`config.mk`:
```
export PLATFORM = sky130hd
export DESIGN_NAME = countdown_sequencer
export DESIGN_NICKNAME = d
export VERILOG_FILES = /design/src/rtl/countdown_sequencer_pkg.sv /design/src/rtl/countdown_sequencer_prescaler.sv /design/src/rtl/countdown_sequencer.sv
export SDC_FILE = /design/constraint.sdc
export NUM_CORES = 1
export LEC_CHECK = 0
export BUFFER_PORTS_ARGS = -buffer_cell sky130_fd_sc_hd__buf_4
export CAP_MARGIN = 20
export CORE_MARGIN = 1
export CORE_UTILIZATION = 50
export DETAILED_ROUTE_END_ITERATION = 12
export GPL_ROUTABILITY_DRIVEN = 0
export MAX_ROUTING_LAYER = met4
export PLACE_DENSITY = 0.86
export SYNTH_ARGS = -nofsm -noshare
export SYNTH_HDL_FRONTEND = slang
export SYNTH_SLANG_ARGS = --single-unit
```
`constraint.sdc`:
```
create_clock -name Clk -period 1.5 [get_ports Clk]
set_input_delay 0.075 -clock Clk [delete_from_list [all_inputs] [get_ports Clk]]
set_output_delay 0.075 -clock Clk [all_outputs]
set_load 0.02 [all_outputs]
```
`src/rtl/countdown_sequencer_pkg.sv`:
```
// rtl/countdown_sequencer_pkg.sv - shared types and helpers for the countdown sequencer
// Purpose: FSM state encoding and the prescaler width helper.
// Ports: none (package).
package countdown_sequencer_pkg;

    typedef enum logic [2:0] {
        ST_IDLE  = 3'd0,
        ST_LOAD  = 3'd1,
        ST_RUN   = 3'd2,
        ST_DONE  = 3'd3,
        ST_FAULT = 3'd4
    } state_t;

    // Ceiling log2; the sequencer only uses it for n >= 2, so the result is >= 1.
    function automatic int presc_width(input int n);
        int w;
        w = 0;
        for (int i = 0; i < 31; i++) begin
            if ((1 << i) < n) begin
                w = i + 1;
            end
        end
        return w;
    endfunction

endpackage

```
`src/rtl/countdown_sequencer_prescaler.sv`:
```
// rtl/countdown_sequencer_prescaler.sv - free-running prescaler that paces Dec pulses
// Purpose: counts 0..PRESCALE-1 and wraps; held at zero while i_clear is high.
// Ports:
//   Clk          rising-edge clock
//   Rst_n        synchronous active-low reset
//   i_clear      forces the count to zero on the next edge
//   o_count      current count
//   o_tick       count is at its terminal value PRESCALE-1
//   o_tick_next  count is one below terminal (terminal next cycle unless cleared)
module dec_prescaler
    import countdown_sequencer_pkg::*;
#(
    parameter int PRESCALE = 4
) (
    input  logic                            Clk,
    input  logic                            Rst_n,
    input  logic                            i_clear,
    output logic [presc_width(PRESCALE)-1:0] o_count,
    output logic                            o_tick,
    output logic                            o_tick_next
);

    localparam int PW = presc_width(PRESCALE);
    localparam logic [PW-1:0] LAST     = PW'(PRESCALE - 1);
    localparam logic [PW-1:0] PRE_LAST = PW'(PRESCALE - 2);

    logic [PW-1:0] r_count;

    always_ff @(posedge Clk) begin
        if (!Rst_n || i_clear) begin
            r_count <= '0;
        end else if (r_count == LAST) begin
            r_count <= '0;
        end else begin
            r_count <= r_count + PW'(1);
        end
    end

    assign o_count     = r_count;
    assign o_tick      = (r_count == LAST);
    assign o_tick_next = (r_count == PRE_LAST);

endmodule

```
`src/rtl/countdown_sequencer.sv`:
```
// rtl/countdown_sequencer.sv - Load/Dec initiator driving an external down-counter
// Purpose: loads a count into the counter, issues prescaled Dec pulses, watches the
// returned value reach zero and cross-checks it against a shadow copy.
// Ports:
//   Clk, Rst_n   clock, synchronous active-low reset
//   Start        start request (sampled in IDLE only), StartValue count to load
//   Abort        cancel an operation in LOAD/RUN
//   CntLoad      counter Load pulse, CntDec counter Dec pulse, CntData counter DataIn
//   CntValue     counter DataOut
//   Busy         high in LOAD/RUN/DONE
//   Done, Fault, Aborted   one-cycle status pulses
module countdown_sequencer
    import countdown_sequencer_pkg::*;
#(
    parameter int WIDTH    = 4,
    parameter int PRESCALE = 4
) (
    input  logic             Clk,
    input  logic             Rst_n,
    input  logic             Start,
    input  logic [WIDTH-1:0] StartValue,
    input  logic             Abort,
    output logic             CntLoad,
    output logic             CntDec,
    output logic [WIDTH-1:0] CntData,
    input  logic [WIDTH-1:0] CntValue,
    output logic             Busy,
    output logic             Done,
    output logic             Fault,
    output logic             Aborted
);

    localparam int PW = presc_width(PRESCALE);

    generate
        if (PRESCALE < 2 || PRESCALE > 256) begin : g_bad_prescale
            $error("countdown_sequencer: PRESCALE must be within 2..256");
        end
    endgenerate

    state_t           r_state;
    state_t           w_next_state;
    logic             w_abort_take;
    logic             w_accept;
    logic             w_check;
    logic [PW-1:0]    w_presc_count;
    logic             w_presc_tick;
    logic             w_presc_tick_next;

    logic             r_cnt_load;
    logic             r_cnt_dec;
    logic [WIDTH-1:0] r_cnt_data;
    logic [WIDTH-1:0] r_shadow;
    logic             r_busy;
    logic             r_done;
    logic             r_fault;
    logic             r_aborted;

    // Prescaler only advances in RUN, so it always enters RUN at zero.
    dec_prescaler #(
        .PRESCALE (PRESCALE)
    ) u_prescaler (
        .Clk         (Clk),
        .Rst_n       (Rst_n),
        .i_clear     (r_state != ST_RUN),
        .o_count     (w_presc_count),
        .o_tick      (w_presc_tick),
        .o_tick_next (w_presc_tick_next)
    );

    assign w_accept = (r_state == ST_IDLE) && Start;
    // Check cycle: first RUN cycle and the cycle after each Dec, when the counter
    // output has settled to the value matching the shadow.
    assign w_check  = (w_presc_count == '0);

    always_ff @(posedge Clk) begin
        if (!Rst_n) begin
            r_state <= ST_IDLE;
        end else begin
            r_state <= w_next_state;
        end
    end

    always_comb begin
        w_next_state = r_state;
        w_abort_take = 1'b0;
        case (r_state)
            ST_IDLE: begin
                if (Start) begin
                    w_next_state = ST_LOAD;
                end
            end
            ST_LOAD: begin
                if (Abort) begin
                    w_next_state = ST_IDLE;
                    w_abort_take = 1'b1;
                end else begin
                    w_next_state = ST_RUN;
                end
            end
            ST_RUN: begin
                // Abort wins over both mismatch and zero-detect.
                if (Abort) begin
                    w_next_state = ST_IDLE;
                    w_abort_take = 1'b1;
                end else if (w_check) begin
                    if (CntValue != r_shadow) begin
                        w_next_state = ST_FAULT;
                    end else if (CntValue == '0) begin
                        w_next_state = ST_DONE;
                    end
                end
            end
            ST_DONE:  w_next_state = ST_IDLE;
            ST_FAULT: w_next_state = ST_IDLE;
            default:  w_next_state = ST_IDLE;
        endcase
    end

    // Outputs are registered from the next state so each pulse lines up with
    // the cycle spent in the corresponding state.
    always_ff @(posedge Clk) begin
        if (!Rst_n) begin
            r_cnt_load <= 1'b0;
            r_cnt_dec  <= 1'b0;
            r_cnt_data <= '0;
            r_shadow   <= '0;
            r_busy     <= 1'b0;
            r_done     <= 1'b0;
            r_fault    <= 1'b0;
            r_aborted  <= 1'b0;
        end else begin
            r_cnt_load <= (w_next_state == ST_LOAD);
            r_cnt_dec  <= (r_state == ST_RUN) && (w_next_state == ST_RUN) && w_presc_tick_next;
            r_busy     <= (w_next_state == ST_LOAD) || (w_next_state == ST_RUN)
                          || (w_next_state == ST_DONE);
            r_done     <= (w_next_state == ST_DONE);
            r_fault    <= (w_next_state == ST_FAULT);
            r_aborted  <= w_abort_take;
            if (w_accept) begin
                r_cnt_data <= StartValue;
                r_shadow   <= StartValue;
            end else if ((r_state == ST_RUN) && w_presc_tick) begin
                // The counter decrements on this same edge because CntDec is high now.
                r_shadow   <= r_shadow - WIDTH'(1);
            end
        end
    end

    assign CntLoad = r_cnt_load;
    assign CntDec  = r_cnt_dec;
    assign CntData = r_cnt_data;
    assign Busy    = r_busy;
    assign Done    = r_done;
    assign Fault   = r_fault;
    assign Aborted = r_aborted;

endmodule

```
==> flow_metrics.env <==
export IMPL_drive_above_1_share=0.302
export IMPL_yosysWarnings=0
export IMPL_min_path_cells=3
export IMPL_dp_hpwl_um=1340
export IMPL_hp_class="primary input to flip-flop"
export IMPL_cp_cell_sequence="xor2_1 -> nor4_4 -> nand4_2 -> nor3b_2"
export IMPL_hold_viol=0
export IMPL_routed_wl_um=1750
export IMPL_crit_type="flip-flop to flip-flop"
export IMPL_max_stage_delay_ps=400
export IMPL_htree_levels=1
export IMPL_finClkSkew_ps=3.00
export IMPL_path_max_fanout=5
export IMPL_synth_avg_cell_area_um2=9.76
export IMPL_netlist_area_um2=898
export IMPL_p_per_area_nw_per_um2=863
export IMPL_tightest_slew_ps=466
export IMPL_timing_fmax_ghz=0.703
export IMPL_critPathBufInv=0
export IMPL_grt_max_degree=12
export IMPL_firstDrtPassIters=4
export IMPL_netlist_area_leader_share=0.423
export IMPL_cp_start_kind="flip-flop"
export IMPL_setup_ws_ps=77.2
export IMPL_ys_seq_elements=19
export IMPL_r2r_end="CntDec"
export IMPL_post_drt_via_cell_ratio=5.32
export IMPL_layout_nets=133
export IMPL_rsz0062_at_grt="no"
export IMPL_synth_most_common_cell="dfxtp_1"
export IMPL_r2r_start="r_shadow[0]"
export IMPL_syn2layout_area_growth_pct=22.6
export IMPL_initial_core_util=0.564
export IMPL_finalSetupViolations=0
export IMPL_syn_num_nets=108
export IMPL_drt_antenna_violating_nets=0
export IMPL_period_minus_slack_ps=1420
export IMPL_synth_area_leaders="dfxtp_1, xor2_1, ha_1"
export IMPL_wl_per_cell_um=12.5
export IMPL_coreArea_um2=1590
export IMPL_status="finished, final reports clean"
export IMPL_clkTransAtPathRegs_ps=100
export IMPL_die_w_um=44.4
export IMPL_drv_cap=0
export IMPL_ios=22
export IMPL_p_leak_nw=0.480
export IMPL_worstPathRequired_ps=1690
export IMPL_num_rows=14
export IMPL_period_share=0.949
export IMPL_worstHoldStart="StartValue[3]"
export IMPL_syn_inst=92
export IMPL_synth_largest_area_cell="dfxtp_1"
export IMPL_antenna_found_initial=0
export IMPL_first_global_vias=739
export IMPL_synth_edf_count=0
export IMPL_diodes=0
export IMPL_crit_family="simple AND/OR/NAND/NOR gates"
export IMPL_grt_pass1_wl_um=2990
export IMPL_cts_buffer_depth=2
export IMPL_r2r_setup_slack_ps=80
export IMPL_clock_sinks=19
export IMPL_portBuffers=21
export IMPL_cp_arrival_ps=1610
export IMPL_drt_iter0_drc=6
export IMPL_cts_tree="yes"
export IMPL_report_final_slew_viol_count=0
export IMPL_synth_commonest_cells="dfxtp_1, nand2_1, a21oi_1"
export IMPL_ir_drop_mv=0.599
export IMPL_synthArstFlopShare=0
export IMPL_slowest_stage="nor4_4"
export IMPL_synthFlopType="dfxtp_1"
export IMPL_dp_slack_ps=81.8
export IMPL_cp_end_kind="flip-flop"
export IMPL_synth_seq_area_share=0.423
export IMPL_vias=745
export IMPL_r2r_cells=4
export IMPL_cts_root_buffer="clkbuf_4"
export IMPL_drc=0
export IMPL_track_usage=0.215
export IMPL_gr_total_overflow=0
export IMPL_dieArea_um2=1970
export IMPL_slew_headroom=0.689
export IMPL_clk_latency_ps=300
export IMPL_finalSetupTns_ps=0
export IMPL_chipHeight_um=44.4
export IMPL_synth_cell_types=31
export IMPL_whs_endpoint="CntData[3]"
export IMPL_numCtsBuffers=3
[timing repair]
action	4_1_cts	5_1_grt
buffers inserted	0	0
hold buffers	1	0
resized for setup	0	1
setup endpoints to repair	0	2
endpoints found under the hold margin	2	0
[state kept, by name, summed over array words and instances, names as in the netlist]
register             count
Aborted                  1
Busy                     1
CntData                  4
CntDec                   1
CntLoad                  1
Done                     1
Fault                    1
r_shadow                 4
r_state                  3
u_prescaler.o_count      2
[cells in the final DEF (no fill, tap or decap), drive strengths merged, types with 3 or more instances in the layout]
cell and count:
ha 4, xor2 7, nor2 3, buf 21, nor4 4, nand2 12, o21ai 3, inv 7
a21oi 9, nor3 4, dfxtp 19, clkbuf 4
[worst min-delay path, stage by stage]
cell and delay, ps:
buf_4 110, nand2_1 50, a21oi_1 50
[power breakdown]
part | internal [mW] | switching (mW) | total, mW
Sequential | 0.525 | 0.0176 | 0.543
Combinational | 0.0699 | 0.0797 | 0.150
Clock | 0.104 | 0.154 | 0.258
Total | 0.699 | 0.252 | 0.951
[worst max path at each step]
| stage | start | to | cells after the start |
|---|---|---|---|
| 3_3_place_gp | r_shadow[0] | CntDec | 4 |
| 5_1_grt | r_shadow[0] | CntDec | 4 |
| 2_1_floorplan | r_state[0] | r_shadow[2] | 5 |
| 3_5_place_dp | r_state[1] | CntDec | 4 |
| 4_1_cts | r_shadow[0] | CntDec | 4 |
| 6_report | r_shadow[0] | CntDec | 4 |
[per-layer routing]
metal | wire length (um) | share of wire | track usage | vias up
met5 | 0 | 0 | - | -
met4 | 57 | 0.032 | 0.145 | 0
met3 | 62 | 0.035 | 0.0286 | 9
met2 | 873 | 0.50 | 0.365 | 24
met1 | 760 | 0.43 | 0.230 | 348
li1 | - | - | - | 364
[final cells by class]
cell class	instances	area, um^2
fillers	135	493
multi-input cells	63	465
flip-flops and latches	19	382
repair buffers	22	168
inverters	8	30.0
well taps	24	30.0
clock buffers	4	26.3
[cell families (layout without fill, tap and decap cells)]
family                     Yosys count  after routing  share of synthesized area
adders and majority gates            4              4                     0.0557
and+or+nand+nor                     36             36                      0.283
buffers and inverters               10             34                     0.0585
AOI/OAI and AO/OA                   15             15                      0.100
xor gates and xnor gates             7              7                     0.0682
DFF                                 19             19                      0.423
muxes                                1              1                     0.0111
[per-stage QoR]
step	cell area (um^2)	util	hold slack, ps	power (mW)	instances
after global placement	1060	0.667	295	0.695	135
after CTS	1100	0.690	27.4	0.953	140
after detailed placement	1060	0.667	293	0.701	135
after global routing	1100	0.691	30.7	0.991	140
final	1100	0.691	25.1	0.951	140
after floorplan	898	-	145	0.646	92
Note: power is estimated with default switching activity, not from simulation.
